### config.mk
export PLATFORM = sky130hd
export DESIGN_NAME = traceback_direction_reader
export DESIGN_NICKNAME = d
export VERILOG_FILES = /design/src/rtl/traceback_direction_reader.sv
export SDC_FILE = /design/constraint.sdc
export NUM_CORES = 1
export LEC_CHECK = 0
export CAP_MARGIN = 25
export CORE_MARGIN = 2
export CORE_UTILIZATION = 49
export DETAILED_ROUTE_END_ITERATION = 10
export GPL_TIMING_DRIVEN = 0
export HOLD_SLACK_MARGIN = 0.06
export PLACE_DENSITY = 0.77
export SETUP_SLACK_MARGIN = 0.3
export SKIP_CTS_REPAIR_TIMING = 1
export SYNTH_ARGS = -nofsm -noshare
export SYNTH_HDL_FRONTEND = slang
export SYNTH_SLANG_ARGS = --single-unit
### constraint.sdc
create_clock -name clk -period 4.55 [get_ports clk]
set_input_delay 1.365 -clock clk [delete_from_list [all_inputs] [get_ports clk]]
set_output_delay 1.365 -clock clk [all_outputs]
set_load 0.01 [all_outputs]
### src/rtl/traceback_direction_reader.sv
// Needleman-Wunsch traceback walker: reads the direction RAM from (N,N)
// back to (0,0) and streams one path step per visited cell.
module traceback_direction_reader #(
  parameter int N = 128,
  parameter int BitAddr = $clog2(N+1),
  parameter int addr_lenght = $clog2((N+1)*(N+1)),
  parameter logic [2:0] DIAG = 3'b001,
  parameter logic [2:0] UP = 3'b010,
  parameter logic [2:0] LEFT = 3'b100
) (
  input  logic clk,
  input  logic rst,
  input  logic start,
  output logic ram_en,
  output logic [addr_lenght-1:0] ram_addr,
  input  logic [2:0] ram_data,
  output logic step_valid,
  input  logic step_ready,
  output logic [2:0] step_dir,
  output logic [BitAddr-1:0] step_i,
  output logic [BitAddr-1:0] step_j,
  output logic busy,
  output logic done,
  output logic error
);

  typedef enum logic [2:0] {
    IDLE, REQ, WAIT, EMIT, DONE, ERR
  } state_t;

  localparam logic [BitAddr-1:0] IMAX = BitAddr'(N);
  localparam logic [BitAddr-1:0] ONE = BitAddr'(1);
  localparam logic [addr_lenght-1:0] ROW = addr_lenght'(N+1);

  state_t state_q, state_d;
  logic [BitAddr-1:0] i_q, i_d;
  logic [BitAddr-1:0] j_q, j_d;
  logic [2:0] sym_q, sym_d;
  logic [addr_lenght-1:0] addr_d;
  logic i_nz, j_nz, legal;

  assign i_nz = (i_q != '0);
  assign j_nz = (j_q != '0);

  // A move may never step past row 0 or column 0.
  assign legal = (ram_data == DIAG && i_nz && j_nz)
              || (ram_data == UP && i_nz)
              || (ram_data == LEFT && j_nz);

  always_comb begin
    state_d = state_q;
    i_d = i_q;
    j_d = j_q;
    sym_d = sym_q;
    unique case (state_q)
      IDLE, ERR: begin
        if (start) begin
          i_d = IMAX;
          j_d = IMAX;
          state_d = REQ;
        end
      end
      REQ: state_d = WAIT;
      WAIT: begin
        sym_d = ram_data;
        state_d = legal ? EMIT : ERR;
      end
      EMIT: begin
        if (step_ready) begin
          i_d = (sym_q != LEFT) ? i_q - ONE : i_q;
          j_d = (sym_q != UP) ? j_q - ONE : j_q;
          state_d = (i_d == '0 && j_d == '0) ? DONE : REQ;
        end
      end
      DONE: state_d = IDLE;
      default: state_d = IDLE;
    endcase
    addr_d = ram_addr;
    if (state_d == REQ)
      addr_d = addr_lenght'(i_d) * ROW + addr_lenght'(j_d);
  end

  always_ff @(posedge clk or negedge rst) begin
    if (!rst) begin
      state_q <= IDLE;
      i_q <= '0;
      j_q <= '0;
      sym_q <= '0;
      ram_en <= 1'b0;
      ram_addr <= '0;
      step_valid <= 1'b0;
      busy <= 1'b0;
      done <= 1'b0;
      error <= 1'b0;
    end else begin
      state_q <= state_d;
      i_q <= i_d;
      j_q <= j_d;
      sym_q <= sym_d;
      ram_en <= (state_d == REQ);
      ram_addr <= addr_d;
      step_valid <= (state_d == EMIT);
      busy <= (state_d != IDLE);
      done <= (state_d == DONE);
      error <= (state_d == ERR);
    end
  end

  assign step_dir = sym_q;
  assign step_i = i_q;
  assign step_j = j_q;

endmodule

==> results.md <==
Floorplanning:
- The number of top-level design ports is 46.
- The die footprint is 6720 um2.
- The starting utilization of the core area is 0.506.
- The floorplan step set the die width to 82.0 um.
- The die boundary height is 82.0 um.
- The standard cell core area is 5890 um2.
- Row generation in the floorplan step produced 28 rows.

Placed design:
- The total cell area at the placement stage is 3690 um2.
- During placement, the flow inserted port buffers numbering 45.
- The total placed cells including tap cells is 423.
- The pre-CTS setup slack is -1.39 ns.
- The weighted congestion reported at the end of routability-driven placement is 0.869.
- The total half-perimeter wirelength after legalization and detailed placement is 5210 um.

Worst setup path:
- The endpoint identified for the worst register-to-register timing path is ram_addr[12].
- The kind of critical path is in2reg.
- The worst setup path is captured at a flop.
- Data arrives at the worst endpoint at 4.94 ns.
- The required time at the endpoint of the critical path is 4.75 ns.
- The worst setup path is launched from a primary input.
- The highest fanout seen on the critical path is 10.
- Across all register-to-register paths, the minimum setup slack is 0.03 ns.
- Measured in cells, the most critical reg-to-reg path has a length of 19.
- The startpoint of the worst register-to-register path is step_j[2].

Final layout:
- The final cell count without fillers is 445.
- Summing all non-filler instances in the final layout gives an area of 4170 um2.
- The area growth from synthesis to layout is 40.0%.
- The share of post-route cells with drive strength above 1 is 0.251.
- The filler cells instantiated in the layout total 426.
- The final cell utilization of the core is 0.709.
- The number of antenna diodes in the final layout is 0.
- The net total in the final layout is 414.

Synthesis:
- Synthesis inferred 42 register bits.
- The number of flops mapped to enable cells by yosys is 0.
- In the synthesized netlist the dominant register cell turns out to be sky130_fd_sc_hd__dfrtp_1.
- The number of nets handed over by synthesis was 347.
- The number of warnings reported in the yosys synthesis log is 0.
- The cell count after synthesis is 302.
- In this run, distinct cell masters in the synthesized netlist total 53.
- In this run the cell area of the synthesized design comes to 2980 um2.
- The async set-or-reset flop fraction in the synthesized netlist is 1.00.
- The proportion of synthesized chip area in sequential cells is 0.353.
- The per-instance average area after synthesis is 9.86 um2.

Power and ir drop:
- The static power due to leakage is 1.78 nW.
- Power spread over the standard cell area amounts to 815 nW/um2.
- IR analysis of the VDD net gives a maximum drop of 0.000484 V.
- Summing internal, switching and leakage power gives 3.40 mW.

Clocking:
- After clock tree synthesis, the clock-pin slew on the worst setup and hold paths is 0.08 ns.
- Clock tree synthesis selected as its root buffer the cell sky130_fd_sc_hd__clkbuf_8.
- The depth of the CTS H-tree is 2.
- The clock network latency to the later pin of the worst-skew pair is 0.31 ns.
- The count of clock tree sinks is 42.
- The clock tree from TritonCTS is built.
- No sink is reached through more buffers than the 2 on the longest clock path.
- The clock buffer count from CTS is 5.

Worst hold path:
- The classification of the worst-slack hold path is reg2reg.
- The hold path depth is 1.
- The hold path startpoint is ram_addr[3].
- The worst hold path terminates at ram_addr[3].

STA:
- Derived from the worst setup path, the maximum achievable clock frequency is 211 MHz.
- Setup violations remaining at the end of the flow were counted as 4.
- Hold is met by 0.514 ns.
- The max-slew headroom at the worst pin is 0.616.
- In the post-route analysis, the smallest setup slack over all paths is -0.186 ns.
- The final cycle utilization of the critical path is 1.04.
- Between clock sinks in the finished design, the worst skew comes to 0.00791 ns.
- Setup repair after global routing could not meet its margin everywhere.
- The final hold violation count is 0.
- The final count of pins violating max slew is 0.
- The total negative slack is -0.482 ns.
- The final critical delay including setup and external delays is 4.74 ns.
- The worst-margin pin slew is 0.571 ns.

Drt:
- The remaining design rule violation count is 0.
- After detailed routing, the total wire length is 7650 um.
- In this run the remaining antenna-violating nets after routing total 0.
- The first-pass detailed-route iteration total is 4.
- In the routed layout, each cell is associated on average with a via count of 5.90.
- Dividing the detail-routed wire length by the instance count gives 17.2 um.
- The number of vias in the routed layout is 2627.
- The iteration-0 DRC count of the detailed router is 264.

Global route:
- The leftover overflow at the end of global routing is 0.
- The via count of the first global-routing pass came to 2378.
- Entering global routing, the biggest net connects 41 pins.
- The initial antenna violation count is 0.
- The first global-routing pass estimated 11300 um of wire.
- The total routing usage reported by global routing is 0.222.

Run status:
- The flow ran to the end, but the final reports show violations.
- The final reports fail on setup timing.

Job:
- The count of max-cap constraint violations is 0.
-- report_power, final --
part | internal (mW) | total [mW] | switching (mW)
Combinational | 1.21 | 2.41 | 1.20
Clock | 0.164 | 0.299 | 0.135
Sequential | 0.532 | 0.690 | 0.158
Total | 1.90 | 3.40 | 1.50
-- worst max path at each step --
stage	from	to	slack [ns]
after global placement	step_ready	ram_addr[13]	-1.28
after CTS	step_ready	ram_addr[13]	-1.06
after detailed placement	step_ready	ram_addr[13]	-1.39
final	step_ready	ram_addr[13]	-0.19
after global routing	step_ready	ram_addr[13]	-0.37
after floorplan	step_ready	ram_addr[13]	-0.24
-- cells by family (layout without fill, tap and decap cells) --
group,count (synthesis),after routing,synth area share
xor+xnor,14,14,0.0412
fa+ha+maj,38,38,0.165
mux,18,18,0.0777
simple gates,80,80,0.143
buf+inv,29,97,0.0445
compound gates,81,81,0.176
flops,42,42,0.353
-- worst max-delay path: stages --
cell and delay [ns]:
sky130_fd_sc_hd__buf_8 0.10, sky130_fd_sc_hd__nand4b_1 0.09, sky130_fd_sc_hd__buf_4 0.17, sky130_fd_sc_hd__clkbuf_4 0.25
sky130_fd_sc_hd__nor2_1 0.10, sky130_fd_sc_hd__o21ai_4 0.17, sky130_fd_sc_hd__o41ai_4 0.11, sky130_fd_sc_hd__ha_1 0.35
sky130_fd_sc_hd__ha_4 0.26, sky130_fd_sc_hd__ha_4 0.26, sky130_fd_sc_hd__ha_4 0.12, sky130_fd_sc_hd__inv_2 0.04
sky130_fd_sc_hd__fa_2 0.35, sky130_fd_sc_hd__nor2b_1 0.11, sky130_fd_sc_hd__o21a_1 0.17, sky130_fd_sc_hd__o211ai_1 0.15
sky130_fd_sc_hd__a31oi_2 0.19, sky130_fd_sc_hd__o211ai_1 0.14, sky130_fd_sc_hd__xnor2_1 0.15, sky130_fd_sc_hd__mux2_4 0.26
-- Yosys cell counts (2+ instances only) --
master,instances,area [um2]
sky130_fd_sc_hd__dfrtp_1,42,1050
sky130_fd_sc_hd__o41ai_1,4,35.0
sky130_fd_sc_hd__o31ai_1,2,15.0
sky130_fd_sc_hd__clkbuf_1,8,30.0
sky130_fd_sc_hd__xnor2_1,12,105
sky130_fd_sc_hd__or3_1,3,18.8
sky130_fd_sc_hd__fa_1,2,40.0
sky130_fd_sc_hd__a21oi_1,13,65.1
sky130_fd_sc_hd__mux2_2,9,101
sky130_fd_sc_hd__nor3_1,6,30.0
sky130_fd_sc_hd__buf_6,2,22.5
sky130_fd_sc_hd__o21ai_0,30,150
sky130_fd_sc_hd__nor2_1,30,113
sky130_fd_sc_hd__nand4b_1,3,26.3
sky130_fd_sc_hd__nor2b_1,3,18.8
sky130_fd_sc_hd__a31o_2,2,17.5
sky130_fd_sc_hd__o21bai_1,2,15.0
sky130_fd_sc_hd__a31oi_1,5,31.3
sky130_fd_sc_hd__mux2_4,8,120
sky130_fd_sc_hd__or3b_1,2,17.5
sky130_fd_sc_hd__nand2b_1,2,12.5
sky130_fd_sc_hd__nand3_1,5,25.0
sky130_fd_sc_hd__inv_1,14,52.6
sky130_fd_sc_hd__a211oi_1,2,15.0
sky130_fd_sc_hd__nor4b_1,2,17.5
sky130_fd_sc_hd__xor2_1,2,17.5
sky130_fd_sc_hd__a21o_1,2,15.0
sky130_fd_sc_hd__o21a_1,3,22.5
sky130_fd_sc_hd__nand4_1,2,12.5
sky130_fd_sc_hd__nand3b_1,3,22.5
sky130_fd_sc_hd__buf_2,3,15.0
sky130_fd_sc_hd__nand2_1,15,56.3
sky130_fd_sc_hd__o211ai_1,4,30.0
sky130_fd_sc_hd__ha_1,36,450
-- routing by layer --
metal / up-vias / global-route usage / share of wire
li1: 1234 / - / -
met1: 1285 / 0.297 / 0.42
met2: 87 / 0.368 / 0.50
met3: 21 / 0.0352 / 0.054
met4: 0 / 0.0700 / 0.034
met5: - / 0 / 0
-- placed cells by master (no fill, tap or decap), types with 3 or more instances in the layout --
cell type | netlist | layout
sky130_fd_sc_hd__a31oi_1 | 5 | 4
sky130_fd_sc_hd__dfrtp_1 | 42 | 42
sky130_fd_sc_hd__clkdlybuf4s50_1 | 0 | 42
sky130_fd_sc_hd__buf_2 | 3 | 3
sky130_fd_sc_hd__clkbuf_8 | 0 | 5
sky130_fd_sc_hd__nand2_1 | 15 | 14
sky130_fd_sc_hd__o21ai_2 | 0 | 7
sky130_fd_sc_hd__mux2_2 | 9 | 9
sky130_fd_sc_hd__inv_1 | 14 | 13
sky130_fd_sc_hd__o21ai_0 | 30 | 14
sky130_fd_sc_hd__ha_1 | 36 | 20
sky130_fd_sc_hd__o211ai_1 | 4 | 4
sky130_fd_sc_hd__a21oi_1 | 13 | 11
sky130_fd_sc_hd__buf_4 | 1 | 12
sky130_fd_sc_hd__mux2_4 | 8 | 8
sky130_fd_sc_hd__o21ai_1 | 1 | 8
sky130_fd_sc_hd__nor2_1 | 30 | 30
sky130_fd_sc_hd__or3_1 | 3 | 3
sky130_fd_sc_hd__xnor2_1 | 12 | 12
sky130_fd_sc_hd__nand4b_1 | 3 | 3
sky130_fd_sc_hd__o21a_1 | 3 | 3
sky130_fd_sc_hd__nor3_1 | 6 | 6
sky130_fd_sc_hd__ha_4 | 0 | 15
sky130_fd_sc_hd__nand3_1 | 5 | 4
sky130_fd_sc_hd__o41ai_4 | 0 | 3
sky130_fd_sc_hd__nand3b_1 | 3 | 3
sky130_fd_sc_hd__buf_6 | 2 | 4
sky130_fd_sc_hd__clkbuf_1 | 8 | 7
-- flip-flops by register name, summed over array words and instances, names as in the netlist --
| name | count |
|---|---|
| step_dir | 3 |
| step_j | 8 |
| step_i | 8 |
| ram_en | 1 |
| done | 1 |
| ram_addr | 15 |
| busy | 1 |
| state_q | 3 |
| step_valid | 1 |
| error | 1 |
-- cell type report --
| type | count | area [um2] | area share |
|---|---|---|---|
| Multi-Input combinational cell | 231 | 2150 | 0.516 |
| Timing Repair Buffer | 60 | 612 | 0.147 |
| Tap cell | 75 | 93.8 | 0.0225 |
| Sequential cell | 42 | 1050 | 0.252 |
| Clock buffer | 6 | 72.6 | 0.0174 |
| Inverter | 14 | 52.6 | 0.0126 |
| Buffer | 15 | 101 | 0.0243 |
| Clock inverter | 2 | 37.5 | 0.00900 |
No activity file was read; power rests on OpenSTA's default activity.
